$ cat src/rtl/fp_pkg.sv
// ---------------------------------------------------------------------------
// fp_pkg
// Shared half-precision definitions for the floating-point adder datapath.
//   EXP_WIDTH / MAN_WIDTH : IEEE-754 binary16 exponent and fraction widths
//   fp_unpacked_t         : {sign, effective exponent, mantissa with hidden bit}
//   unpack_fp()           : splits a packed operand into fp_unpacked_t
// ---------------------------------------------------------------------------
package fp_pkg;

    localparam int EXP_WIDTH = 5;
    localparam int MAN_WIDTH = 10;
    localparam int FP_WIDTH  = 1 + EXP_WIDTH + MAN_WIDTH;

    typedef struct packed {
        logic                 sign;
        logic [EXP_WIDTH-1:0] exp;
        logic [MAN_WIDTH:0]   man;
    } fp_unpacked_t;

    // Subnormals (exp field 0) have no hidden bit and behave as exponent 1,
    // which keeps them on the same scale as the smallest normal number.
    function automatic fp_unpacked_t unpack_fp(input logic [FP_WIDTH-1:0] op);
        fp_unpacked_t         r;
        logic [EXP_WIDTH-1:0] e;
        logic                 hidden;
        e      = op[FP_WIDTH-2 -: EXP_WIDTH];
        hidden = |e;
        r.sign = op[FP_WIDTH-1];
        r.exp  = hidden ? e : EXP_WIDTH'(1);
        r.man  = {hidden, op[MAN_WIDTH-1:0]};
        return r;
    endfunction

endpackage

$ cat src/rtl/fp_unpack.sv
// ---------------------------------------------------------------------------
// fp_unpack
// Combinational unpack of one half-precision operand.
//   op      : packed operand {sign, exp, fraction}
//   unp     : sign, effective exponent, mantissa with hidden bit
//   special : exponent field all ones (Inf or NaN)
// ---------------------------------------------------------------------------
module fp_unpack
    import fp_pkg::*;
(
    input  logic [FP_WIDTH-1:0] op,
    output fp_unpacked_t        unp,
    output logic                special
);

    assign unp     = unpack_fp(op);
    assign special = &op[FP_WIDTH-2 -: EXP_WIDTH];

endmodule

$ cat src/rtl/fp_align_stage.sv
// ---------------------------------------------------------------------------
// fp_align_stage
// Two-stage pre-alignment stage of the floating-point adder. Orders the two
// operands by magnitude and produces everything the downstream barrel shifter
// needs to right-shift the smaller mantissa into alignment.
//
// Stage 1 unpacks and compares; stage 2 saturates the shift amount and drives
// the outputs. Valid/ready on both sides, one pair per cycle, latency 2.
//
// Ports:
//   clock_in, reset_in          clock, synchronous active-high reset
//   valid_in, ready_out         upstream handshake
//   op_a_in, op_b_in, sub_in    operands and add/subtract select
//   valid_out, ready_in         downstream handshake
//   large_man_out               larger-magnitude extended mantissa
//   small_man_out               smaller-magnitude extended mantissa (unshifted)
//   amount_out, shift_dir_out   shifter amount (saturated) and direction
//   exp_out, sign_out           exponent of the larger operand, result sign
//   eff_sub_out, swap_out       effective subtraction, B was larger
//   special_out                 an operand is Inf/NaN
//   sticky_out                  OR of small-mantissa bits lost by the shift
//
// Build option: define FP_ALIGN_STICKY_EN to compute sticky_out; otherwise it
// is tied low and no mask logic exists.
// ---------------------------------------------------------------------------
module fp_align_stage #(
    parameter int EXP_WIDTH    = fp_pkg::EXP_WIDTH,
    parameter int MAN_WIDTH    = fp_pkg::MAN_WIDTH,
    parameter int GUARD_BITS   = 5,
    parameter int AMOUNT_WIDTH = 8,
    localparam int MW          = MAN_WIDTH + 1 + GUARD_BITS
) (
    input  logic                        clock_in,
    input  logic                        reset_in,
    input  logic                        valid_in,
    output logic                        ready_out,
    input  logic [EXP_WIDTH+MAN_WIDTH:0] op_a_in,
    input  logic [EXP_WIDTH+MAN_WIDTH:0] op_b_in,
    input  logic                        sub_in,
    output logic                        valid_out,
    input  logic                        ready_in,
    output logic [MW-1:0]               large_man_out,
    output logic [MW-1:0]               small_man_out,
    output logic [AMOUNT_WIDTH-1:0]     amount_out,
    output logic                        shift_dir_out,
    output logic [EXP_WIDTH-1:0]        exp_out,
    output logic                        sign_out,
    output logic                        eff_sub_out,
    output logic                        swap_out,
    output logic                        special_out,
    output logic                        sticky_out
);

    import fp_pkg::*;

    localparam int DW = EXP_WIDTH + 1;

    fp_unpacked_t unp_a;
    fp_unpacked_t unp_b;
    logic         special_a;
    logic         special_b;

    fp_unpack u_unpack_a (.op(op_a_in), .unp(unp_a), .special(special_a));
    fp_unpack u_unpack_b (.op(op_b_in), .unp(unp_b), .special(special_b));

    // Stage 1 combinational compare
    logic                 swap_next;
    logic [MW-1:0]        ext_a;
    logic [MW-1:0]        ext_b;
    logic [EXP_WIDTH-1:0] exp_large_next;
    logic [EXP_WIDTH-1:0] exp_small_next;
    logic [DW-1:0]        diff_next;

    // Exponent sits above mantissa, so one unsigned compare orders magnitude.
    // A strict greater-than lets A win ties.
    assign swap_next      = {unp_b.exp, unp_b.man} > {unp_a.exp, unp_a.man};
    assign ext_a          = {unp_a.man, {GUARD_BITS{1'b0}}};
    assign ext_b          = {unp_b.man, {GUARD_BITS{1'b0}}};
    assign exp_large_next = swap_next ? unp_b.exp : unp_a.exp;
    assign exp_small_next = swap_next ? unp_a.exp : unp_b.exp;
    assign diff_next      = {1'b0, exp_large_next} - {1'b0, exp_small_next};

    // Pipeline registers
    logic                 s1_valid;
    logic [MW-1:0]        s1_large_man;
    logic [MW-1:0]        s1_small_man;
    logic [EXP_WIDTH-1:0] s1_exp;
    logic [DW-1:0]        s1_diff;
    logic                 s1_sign;
    logic                 s1_eff_sub;
    logic                 s1_swap;
    logic                 s1_special;

    logic                    s2_valid;
    logic [MW-1:0]           s2_large_man;
    logic [MW-1:0]           s2_small_man;
    logic [AMOUNT_WIDTH-1:0] s2_amount;
    logic [EXP_WIDTH-1:0]    s2_exp;
    logic                    s2_sign;
    logic                    s2_eff_sub;
    logic                    s2_swap;
    logic                    s2_special;

    logic s2_ready;

    // A stage may load when it is empty or its contents leave this cycle.
    assign s2_ready  = !s2_valid || ready_in;
    assign ready_out = !s1_valid || s2_ready;

    // Stage 1: capture the ordered operand pair on an input transfer
    always_ff @(posedge clock_in) begin
        if (reset_in) begin
            s1_valid     <= 1'b0;
            s1_large_man <= '0;
            s1_small_man <= '0;
            s1_exp       <= '0;
            s1_diff      <= '0;
            s1_sign      <= 1'b0;
            s1_eff_sub   <= 1'b0;
            s1_swap      <= 1'b0;
            s1_special   <= 1'b0;
        end else if (ready_out) begin
            s1_valid <= valid_in;
            if (valid_in) begin
                s1_large_man <= swap_next ? ext_b : ext_a;
                s1_small_man <= swap_next ? ext_a : ext_b;
                s1_exp       <= exp_large_next;
                s1_diff      <= diff_next;
                s1_sign      <= swap_next ? (unp_b.sign ^ sub_in) : unp_a.sign;
                s1_eff_sub   <= unp_a.sign ^ unp_b.sign ^ sub_in;
                s1_swap      <= swap_next;
                s1_special   <= special_a || special_b;
            end
        end
    end

    // Shift amount, saturated only when the amount port is narrower than diff
    logic [AMOUNT_WIDTH-1:0] amount_next;

    generate
        if (AMOUNT_WIDTH >= DW) begin : g_amount_wide
            assign amount_next = AMOUNT_WIDTH'(s1_diff);
        end else begin : g_amount_sat
            assign amount_next = (s1_diff > DW'({AMOUNT_WIDTH{1'b1}})) ?
                                 {AMOUNT_WIDTH{1'b1}} : s1_diff[AMOUNT_WIDTH-1:0];
        end
    endgenerate

    // Stage 2: output register, held while the consumer stalls
    always_ff @(posedge clock_in) begin
        if (reset_in) begin
            s2_valid     <= 1'b0;
            s2_large_man <= '0;
            s2_small_man <= '0;
            s2_amount    <= '0;
            s2_exp       <= '0;
            s2_sign      <= 1'b0;
            s2_eff_sub   <= 1'b0;
            s2_swap      <= 1'b0;
            s2_special   <= 1'b0;
        end else if (s2_ready) begin
            s2_valid <= s1_valid;
            if (s1_valid) begin
                s2_large_man <= s1_large_man;
                s2_small_man <= s1_small_man;
                s2_amount    <= amount_next;
                s2_exp       <= s1_exp;
                s2_sign      <= s1_sign;
                s2_eff_sub   <= s1_eff_sub;
                s2_swap      <= s1_swap;
                s2_special   <= s1_special;
            end
        end
    end

`ifdef FP_ALIGN_STICKY_EN
    logic [MW-1:0] sticky_mask;
    logic          s2_sticky;

    // Mask selects the bits the right shift pushes out; at MW or beyond the
    // whole mantissa is lost.
    always_comb begin
        sticky_mask = '1;
        if (32'(amount_next) < MW) begin
            sticky_mask = (MW'(1) << amount_next) - MW'(1);
        end
    end

    // Sticky register follows the same load rule as the rest of stage 2
    always_ff @(posedge clock_in) begin
        if (reset_in) begin
            s2_sticky <= 1'b0;
        end else if (s2_ready && s1_valid) begin
            s2_sticky <= |(s1_small_man & sticky_mask);
        end
    end

    assign sticky_out = s2_sticky;
`else
    assign sticky_out = 1'b0;
`endif

    assign valid_out     = s2_valid;
    assign shift_dir_out = s2_valid;
    assign large_man_out = s2_large_man;
    assign small_man_out = s2_small_man;
    assign amount_out    = s2_amount;
    assign exp_out       = s2_exp;
    assign sign_out      = s2_sign;
    assign eff_sub_out   = s2_eff_sub;
    assign swap_out      = s2_swap;
    assign special_out   = s2_special;

endmodule

$ cat config.mk
export PLATFORM = sky130hd
export DESIGN_NAME = fp_align_stage
export DESIGN_NICKNAME = d
export VERILOG_FILES = /design/src/rtl/fp_pkg.sv /design/src/rtl/fp_unpack.sv /design/src/rtl/fp_align_stage.sv
export SDC_FILE = /design/constraint.sdc
export NUM_CORES = 1
export LEC_CHECK = 0
export BUFFER_PORTS_ARGS = -buffer_cell sky130_fd_sc_hd__buf_4
export CORE_UTILIZATION = 50
export CTS_CLUSTER_DIAMETER = 100
export DETAILED_ROUTE_END_ITERATION = 8
export GPL_TIMING_DRIVEN = 0
export PLACE_DENSITY = 0.75
export SYNTH_ARGS = -nofsm -noshare
export SYNTH_HDL_FRONTEND = slang
export SYNTH_SLANG_ARGS = --single-unit
export TNS_END_PERCENT = 10
$ cat constraint.sdc
create_clock -name clock_in -period 5.8 [get_ports clock_in]
set_input_delay 1.16 -clock clock_in [delete_from_list [all_inputs] [get_ports clock_in]]
set_output_delay 1.16 -clock clock_in [all_outputs]
set_load 0.02 [all_outputs]
==> results of run 1 <==
==> sequential cells by signal, indices dropped and copies added, names as in the netlist, 5 cells and up <==
signal         count
large_man_out     11
amount_out         6
exp_out            5
small_man_out     11
s1_diff            6
s1_exp             5
s1_large_man      11
s1_small_man      11
==> cell families (layout without fill, tap and decap cells) <==
logic type	after synthesis	after routing
fa+ha+maj	16	16
flops	76	76
simple gates	195	195
compound gates	111	111
buf+inv	67	154
mux	14	14
xor+xnor	4	4
other cells	1	13
==> synthesized netlist by cell type, types with 2 or more instances <==
library cell / n
buf_2: 5
nand4b_1: 2
mux2i_1: 14
clkbuf_1: 28
a31oi_1: 3
nor2_1: 50
o211ai_1: 2
a211oi_1: 25
nand2b_1: 3
and2_1: 2
buf_4: 14
a21oi_1: 60
nor3_1: 14
or4_1: 2
nand2_1: 103
xnor2_1: 3
nor2b_1: 3
a21o_1: 2
ha_1: 16
dfxtp_1: 76
nand4_1: 2
and3_1: 2
o21ai_0: 9
inv_1: 17
nand3b_1: 5
nand3_1: 4
==> final cells by class <==
cell class / count / area (um^2)
fill: 680 / 2636
multi-input combinational: 353 / 1947
sequential: 76 / 1521
timing repair buffer: 73 / 548.0
buffer: 50 / 255.2
clock buffer: 12 / 145.1
tap: 99 / 123.9
inverter: 17 / 63.81
clock inverter: 2 / 12.51
==> power breakdown <==
part           internal (uW)  switching, uW  total, uW  leakage [uW]
Sequential               554           17.5        571      0.000623
Combinational           97.6            146        243       0.00128
Clock                    162            183        345     0.0000783
Total                    814            346       1160       0.00198
==> placed cells by master (no fill, tap or decap), types with 2 or more instances in the layout <==
| master | n |
|---|---|
| a21oi_1 | 60 |
| and3_1 | 2 |
| nor3_1 | 14 |
| and2_1 | 2 |
| ha_1 | 16 |
| xnor2_1 | 3 |
| conb_1 | 13 |
| a211oi_1 | 25 |
| nor2b_1 | 3 |
| a21o_1 | 2 |
| nand3b_1 | 5 |
| clkbuf_8 | 10 |
| nor2_1 | 50 |
| o211ai_1 | 2 |
| dfxtp_1 | 76 |
| mux2i_1 | 14 |
| nand4_1 | 2 |
| or4_1 | 2 |
| clkbuf_1 | 30 |
| o21ai_0 | 9 |
| nand2b_1 | 3 |
| nand3_1 | 4 |
| buf_4 | 87 |
| buf_2 | 5 |
| inv_1 | 17 |
| nand2_1 | 103 |
| nand4b_1 | 2 |
| a31oi_1 | 3 |
==> through the flow <==
stage | setup WS [ps] | hold WS [ps]
2_1_floorplan | 1355 | 428.8
3_3_place_gp | 656.6 | 442.2
3_5_place_dp | 615.9 | 443.9
4_1_cts | 956.6 | 453.8
5_1_grt | 500.9 | 472.6
6_report | 856.7 | 450.9
==> worst register-to-register path: cells and delay by family, from the launching register on <==
kind | cells | cell delay (ps)
AND/OR/NAND/NOR | 3 | 420
flip-flops | 1 | 320
buffers and inverters | 2 | 730
AO/OA/AOI/OAI | 2 | 460
==> per-layer routing <==
layer / up-vias / GRT usage / wire length [um]
li1: 1808 / - / -
met1: 1591 / 0.3470 / 4428
met2: 112 / 0.3937 / 4167
met3: 10 / 0.03545 / 574
met4: 0 / 0.1026 / 165
met5: - / 0 / 0
==> how the worst max path moves through the flow <==
stage / endpoint / cells after the start
6_report: s1_diff[4] / 15
5_1_grt: s1_diff[4] / 15
4_1_cts: s1_diff[4] / 15
3_5_place_dp: s1_diff[4] / 15
3_3_place_gp: s1_diff[4] / 15
2_1_floorplan: s1_diff[4] / 15
==> results_dict.tcl, run 1 <==
set metrics [dict create \
    p_leak_uw 0.001983 \
    end_kind "register" \
    reg2reg_to "s1_exp[0]" \
    finalSetupTns_ps 0 \
    synthArstFlopShare 0 \
    drt_iter0_markers 165 \
    synth_top_family_by_area "simple AND/OR/NAND/NOR gates" \
    syn_to_final_growth_pct 23.37 \
    finalCritPeriodShare 0.8523 \
    crit_path_start "op_a_in[12]" \
    worst_pin_slew_ps 1182 \
    yosys_most_used_dff "dfxtp_1" \
    cts_resized 0 \
    gp_congestion 0.9541 \
    layout.nets 633 \
    status "finished clean" \
    crit_path_cell_trace "buf_6 -> nor2_1 -> nor4b_1 -> nor2_1 -> ha_1 -> nand4_1 -> nor4_2 -> o21ai_1 -> a31oi_4 -> mux2i_1 -> ha_1 -> a31oi_1 -> a21oi_1 -> or4_1 -> nand3_1" \
    synthXorXnorAreaFrac 0.01137 \
    critical-path-top-delay-family "simple AND/OR/NAND/NOR gates" \
    hold_depth 2 \
    syn_avg_cell_area_um2 7.732 \
    rsz0062_at_grt "false" \
    fin_util 0.6365 \
    clkTransAtPathRegs_ps 80 \
    synthTopCellsByArea "dfxtp_1 (41%), nand2_1 (10%), a21oi_1 (8.0%)" \
    grt_max_degree 12 \
    placed_cells 668 \
    die_h_um 88.52 \
    core_area_um2 7253 \
    pin_count 90 \
    htreeDepth 3 \
    wl_per_cell_um 13.69 \
    synth_fa_ha_area_frac 0.05349 \
    track_usage 0.2508 \
    final_antenna_net_count 0 \
    cts_inserted_buffers 9 \
    synth.distinct_cells 44 \
    regToRegStartpoint "shift_dir_out" \
    antenna_found_initial 0 \
    hpwl_um 7310 \
    worst_path_max_delay_cell "nor4b_1" \
    slew-limit-headroom 0.2008 \
    skew_ps 8.370 \
    post_cts_buffers 0 \
    place_area_um2 4459 \
    finalHoldViolCount 0 \
    synth_seq_cells 76 \
    synth_enable_flop_cells 0 \
    n_antenna_cell 0 \
    synth_cells 484 \
    portBuffers 73 \
    cts_tree "yes" \
    grt_pass1_vias 3106 \
    cts_sinks 76 \
    drcViolationCount 0 \
    synth_area_um2 3742 \
    critPathMaxStageDelay_ps 960 \
    max_freq_mhz 202.3 \
    vias_per_cell 5.163 \
    stdcell_area_um2 4617 \
    power.total_uw 1160 \
    yosysTopAreaCellShare 0.4066 \
    postRouteWirelength_um 9337 \
    gr-total-overflow 0 \
    slew_viol_final 0 \
    critPathBufInv 1 \
    rows 31 \
    setup_viol 0 \
    die-area_um2 7835 \
    ir_drop_v 0.0001047 \
    holdCritStartpoint "s1_large_man[15]" \
    power_density_nw_per_um2 251.2 \
    holdBufCountCts 0 \
    synth_compound_area_frac 0.1812 \
    cp.arrival_ps 5230 \
    required_ps 6090 \
    synthMuxAreaShare 0.03745 \
    clockRootBuffer "clkbuf_8" \
    hold_path_class "register to register" \
    worstSetupPathType "input port to register" \
    cp_max_fo 10 \
    start_util 0.5160 \
    min_to "s1_large_man[15]" \
    reg2reg_slack_ps 3800 \
    maxCapViolCount 0 \
    fin_cells 682 \
    r2r_cells 7 \
    cp-start-kind "input port" \
    die_w_um 88.52 \
    drive_gt1_frac 0.1887 \
    clock_latency_ps 340 \
    synth_top_area_cell "dfxtp_1" \
    grt_pass1_wl_um 14820 \
    cts.path.max_buffers 2 \
    ys_seq_area_frac 0.4066 \
    drt_pass1_iterations 4 \
    num_vias 3521 \
    synth-simple-area-share 0.2237 \
    ys_warn_count 0 \
    layout_min_cycle_time_ps 4943 \
]
Power figures use the tool's default switching activity.
==> inputs of run 2 (changes only) <==
--- a/config.mk
+++ b/config.mk
@@ -11,6 +11,7 @@
 export DETAILED_ROUTE_END_ITERATION = 8
 export GPL_TIMING_DRIVEN = 0
 export PLACE_DENSITY = 0.75
+export RECOVER_POWER = 25
 export SYNTH_ARGS = -nofsm -noshare
 export SYNTH_HDL_FRONTEND = slang
 export SYNTH_SLANG_ARGS = --single-unit
==> run 2 against run 1 <==
  * Sequential share of layout area up 0.74 points
  * Worst hold slack about the same
  * Via count up 0.14%
  * Design area down 2.2%
  * Clock-buffer cell count unchanged
  * Clock skew up 3.9 ps
  * First-iteration DRC count up 1.2%
  * Critical endpoint unchanged
==> results_dict.tcl, run 2 (same netlist as run 1, synthesis figures left out) <==
set metrics [dict create \
    post_cts_buffers 0 \
    die_w_um 88.52 \
    cp-start-kind "input port" \
    max_freq_mhz 205.5 \
    worst_pin_slew_ps 1063 \
    maxCapViolCount 0 \
    htreeDepth 3 \
    postRouteWirelength_um 9375 \
    gr-total-overflow 0 \
    hold_path_class "register to register" \
    cts_inserted_buffers 9 \
    finalSetupTns_ps 0 \
    gp_congestion 0.9541 \
    skew_ps 12.23 \
    pin_count 90 \
    final_antenna_net_count 0 \
    drt_iter0_markers 167 \
    antenna_found_initial 0 \
    syn_to_final_growth_pct 20.66 \
    setup_viol 0 \
    drive_gt1_frac 0.1424 \
    die-area_um2 7835 \
    layout.nets 633 \
    layout_min_cycle_time_ps 4865 \
    rows 31 \
    core_area_um2 7253 \
    cts_tree "yes" \
    die_h_um 88.52 \
    num_vias 3526 \
    worstSetupPathType "input port to register" \
    vias_per_cell 5.170 \
    r2r_cells 7 \
    hold_depth 2 \
    ir_drop_v 0.0001033 \
    status "finished clean" \
    end_kind "register" \
    n_antenna_cell 0 \
    clock_latency_ps 340 \
    power_density_nw_per_um2 255.8 \
    hpwl_um 7310 \
    fin_util 0.6226 \
    start_util 0.5160 \
    final_cell_mix "nand2_1 (103), dfxtp_1 (76), a21oi_1 (60), buf_4 (60), clkbuf_1 (57)" \
    slew_viol_final 0 \
    track_usage 0.2508 \
    cts.path.max_buffers 2 \
    cp.arrival_ps 5150 \
    cts_resized 0 \
    placed_cells 668 \
    clockRootBuffer "clkbuf_8" \
    holdBufCountCts 0 \
    wl_per_cell_um 13.75 \
    cp_max_fo 10 \
    drcViolationCount 0 \
    slew-limit-headroom 0.2815 \
    portBuffers 73 \
    reg2reg_slack_ps 3810 \
    p_leak_uw 0.001869 \
    grt_pass1_vias 3106 \
    required_ps 6090 \
    drt_pass1_iterations 4 \
    finalCritPeriodShare 0.8388 \
    rsz0062_at_grt "false" \
    clkTransAtPathRegs_ps 80 \
    finalHoldViolCount 0 \
    fin_cells 682 \
    grt_pass1_wl_um 14820 \
    mostFrequentLayoutCell "nand2_1" \
    cts_sinks 76 \
    grt_max_degree 12 \
]
run 2: cell types whose count changed in the layout (fill, tap and decap cells not counted):
cell | previous run | this run
clkbuf_1 | 30 | 57
buf_4 | 87 | 60
run 2: final timing paths:
path                    start                to
min reg2reg  s1_large_man[15]  s1_large_man[15]
min          s1_large_man[15]  s1_large_man[15]
max               op_a_in[12]        s1_diff[4]
max reg2reg     shift_dir_out         s1_exp[0]
run 2: cell type report:
class                           instances  area (um^2)
Buffer                                 50        255.2
Clock buffer                           12        145.1
Clock inverter                          2        12.51
Fill cell                             712         2738
Inverter                               17        63.81
Multi-Input combinational cell        353         1947
Sequential cell                        76         1521
Tap cell                               99        123.9
Timing Repair Buffer                   73        446.7
run 2: metal layers:
layer / global-route usage / part of all wire / up-vias
met2: 0.3937 / 0.44 / 112
met1: 0.3470 / 0.48 / 1590
li1: - / - / 1810
met4: 0.1026 / 0.021 / 0
met5: 0 / 0 / -
met3: 0.03545 / 0.061 / 14
run 2: critical path: stages:
cell	delay [ps]
buf_6	120
nor2_1	120
nor4b_1	870
nor2_1	170
ha_1	420
nand4_1	200
nor4_2	270
o21ai_1	140
a31oi_4	360
mux2i_1	200
ha_1	220
a31oi_1	220
a21oi_1	120
or4_1	470
nand3_1	90
run 2: per-stage QoR:
stage | total power (uW) | setup WS (ps) | hold WS (ps) | area (um^2)
after floorplan | 742.4 | 1355 | 428.8 | 3787
after global placement | 819.1 | 656.6 | 442.2 | 4459
after detailed placement | 824.4 | 615.9 | 443.9 | 4459
after CTS | 1165 | 956.6 | 453.8 | 4617
after global routing | 1210 | 500.9 | 471.8 | 4516
final | 1155 | 935.0 | 450.5 | 4516
run 2: report_power, final:
group	switching (uW)	internal [uW]
combinational	146	92.7
sequential	17.3	554
clock	183	162
==> inputs of run 3 (changes only) <==
--- a/config.mk
+++ b/config.mk
@@ -6,11 +6,11 @@
 export NUM_CORES = 1
 export LEC_CHECK = 0
 export BUFFER_PORTS_ARGS = -buffer_cell sky130_fd_sc_hd__buf_4
-export CORE_UTILIZATION = 50
+export CORE_UTILIZATION = 48
 export CTS_CLUSTER_DIAMETER = 100
 export DETAILED_ROUTE_END_ITERATION = 8
 export GPL_TIMING_DRIVEN = 0
-export PLACE_DENSITY = 0.75
+export PLACE_DENSITY = 0.76
 export RECOVER_POWER = 25
 export SYNTH_ARGS = -nofsm -noshare
 export SYNTH_HDL_FRONTEND = slang
==> constraint.sdc (replaced) <==
create_clock -name clock_in -period 3.9 [get_ports clock_in]
set_input_delay 0.78 -clock clock_in [delete_from_list [all_inputs] [get_ports clock_in]]
set_output_delay 0.78 -clock clock_in [all_outputs]
set_load 0.02 [all_outputs]
==> run 3 against run 2 <==
  * Design area grew 1.6%
  * Global-route usage is 1.1 points lower
  * Worst setup slack lost 730 ps
  * Worst hold slack better by 2.5 ps
  * Critical path depth did not move
  * Via count rose by 1.5%
  * Combinational power is 51% higher
  * Sequential power increased by 49%
  * Clock skew down 4.8 ps
  * Die area increased by 4.1%
  * Largest power group unchanged
==> results_dict.tcl, run 3 (same netlist as run 1, synthesis figures left out) <==
set metrics [dict create \
    status "finished clean" \
    p_sw_frac 0.3006 \
    clock_latency_ps 350 \
    holdBufCountCts 0 \
    cp_max_fo 10 \
    cts_inserted_buffers 9 \
    cts.path.max_buffers 2 \
    track_usage 0.2402 \
    worst_pin_slew_ps 612.4 \
    final_antenna_net_count 0 \
    ir_drop_v 0.0001772 \
    max_freq_mhz 270.6 \
    n_antenna_cell 0 \
    global_route.usage.met2 0.3670 \
    worstSetupEndpoint "s1_diff[4]" \
    gp_congestion 0.9607 \
    r2r_cells 7 \
    die_h_um 90.30 \
    wl_per_cell_um 13.91 \
    p_leak_uw 0.001898 \
    required_ps 4200 \
    cp.arrival_ps 3990 \
    drt_iter0_markers 202 \
    grt_pass1_wl_um 15460 \
    antenna_found_initial 0 \
    grtUsageMet1 0.3295 \
    core_area_um2 7408 \
    grtUsageMet3 0.04882 \
    clkTransAtPathRegs_ps 80 \
    die-area_um2 8154 \
    p_sw_uw 535.8 \
    reg2reg_to "s1_exp[0]" \
    finalCritPeriodShare 0.9477 \
    final_cell_mix "nand2_1 (103), dfxtp_1 (76), buf_4 (62), a21oi_1 (59), clkbuf_1 (56)" \
    cts_tree "yes" \
    clockRootBuffer "clkbuf_8" \
    drt_pass1_iterations 5 \
    p_int_uw 1247 \
    maxCapViolCount 0 \
    pwr-share-seq 0.477 \
    grt_max_degree 13 \
    layout.nets 635 \
    hold_path_class "register to register" \
    cp-start-kind "input port" \
    finalHoldViolCount 0 \
    slew-limit-headroom 0.5917 \
    busiest_layer "met2" \
    power_frac_clock 0.320 \
    skew_ps 7.376 \
    htreeDepth 3 \
    drive_gt1_frac 0.1550 \
    layout_min_cycle_time_ps 3696 \
    fin_util 0.6190 \
    power_frac_comb 0.203 \
    start_util 0.5052 \
    gr-total-overflow 0 \
    regToRegStartpoint "shift_dir_out" \
    rows 31 \
    num_vias 3580 \
    rsz0062_at_grt "false" \
    hold_ws_ps 453.0 \
    grt_pass1_vias 3164 \
    vias_per_cell 5.219 \
    reg2reg_slack_ps 1830 \
    syn_to_final_growth_pct 22.53 \
    portBuffers 73 \
    mostFrequentLayoutCell "nand2_1" \
    power_density_nw_per_um2 388.7 \
    cts_sinks 76 \
    crit_path_start "op_a_in[12]" \
    end_kind "register" \
    postRouteWirelength_um 9539 \
    pin_count 90 \
    worstSetupPathType "input port to register" \
    slew_viol_final 0 \
    hpwl_um 7348 \
    die_w_um 90.30 \
    drcViolationCount 0 \
    setup_viol 0 \
]
[run 3: changes by cell type in the layout (fill, tap and decap cells not counted), sizes merged]
| cell | previous run | this run |
|---|---|---|
| clkbuf | 68 | 69 |
| buf | 67 | 69 |
| clkinvlp | 1 | 2 |
[run 3: metal layers]
layer  vias up  routed length (um)  part of all wire
met5         -                   0                 0
met4         0                 224             0.023
met3        15                 784             0.082
met2       131                4258              0.45
met1      1627                4272              0.45
li1       1807                   -                 -
[run 3: power groups by stage]
stage	combinational (uW)	sequential [uW]	clock [uW]
finish	361	850	571
global route	399	855	606
detailed placement	360	868	0
global placement	353	866	0
CTS	363	850	573
floorplan	227	877	0
[run 3: worst min path at each step]
stage	endpoint	slack, ps	start	cells after the start
finish	small_man_out[10]	450	s1_small_man[10]	2
global route	eff_sub_out	470	s1_eff_sub	2
CTS	special_out	450	s1_special	2
detailed placement	special_out	440	s1_special	2
global placement	s1_eff_sub	440	s1_eff_sub	2
floorplan	special_out	430	s1_special	2
[run 3: critical path, cell delays in order]
cell and delay, ps:
buf_6 120, nor2_1 170, nor4b_4 340, nor2_1 110, ha_1 360, nand4_1 160
nor4_2 290, o21ai_1 170, a31oi_4 210, mux2i_1 150, ha_1 200, a31oi_1 240
a21oi_1 130, or4_1 480, nand3_1 90
[run 3: final cells by class]
class                      instances  area [um^2]
multi-input combinational        353         1971
clock inverter                     3        20.02
sequential                        76         1521
inverter                          17        63.81
fill                             699         2823
tap                               99        123.9
timing repair buffer              75        461.7
buffer                            50        255.2
clock buffer                      13        168.9
[run 3: metrics by stage]
| stage | instance area (um^2) | setup TNS [ps] | power [uW] | std cells | setup slack, ps |
|---|---|---|---|---|---|
| floorplan | 3794 | 0 | 1104 | 496 | 66.00 |
| global placement | 4466 | -3665 | 1219 | 668 | -484.3 |
| detailed placement | 4466 | -4417 | 1228 | 668 | -532.3 |
| CTS | 4671 | 0 | 1786 | 685 | 170.5 |
| global route | 4586 | 0 | 1860 | 686 | 3.712 |
| finish | 4586 | 0 | 1782 | 686 | 203.9 |
[run 3: what timing repair did]
item | 4_1_cts | 5_1_grt
pin swaps | 1 | 0
resized for setup | 1 | 2
buffers inserted | 1 | 1
endpoints found under the setup margin | 2 | 7
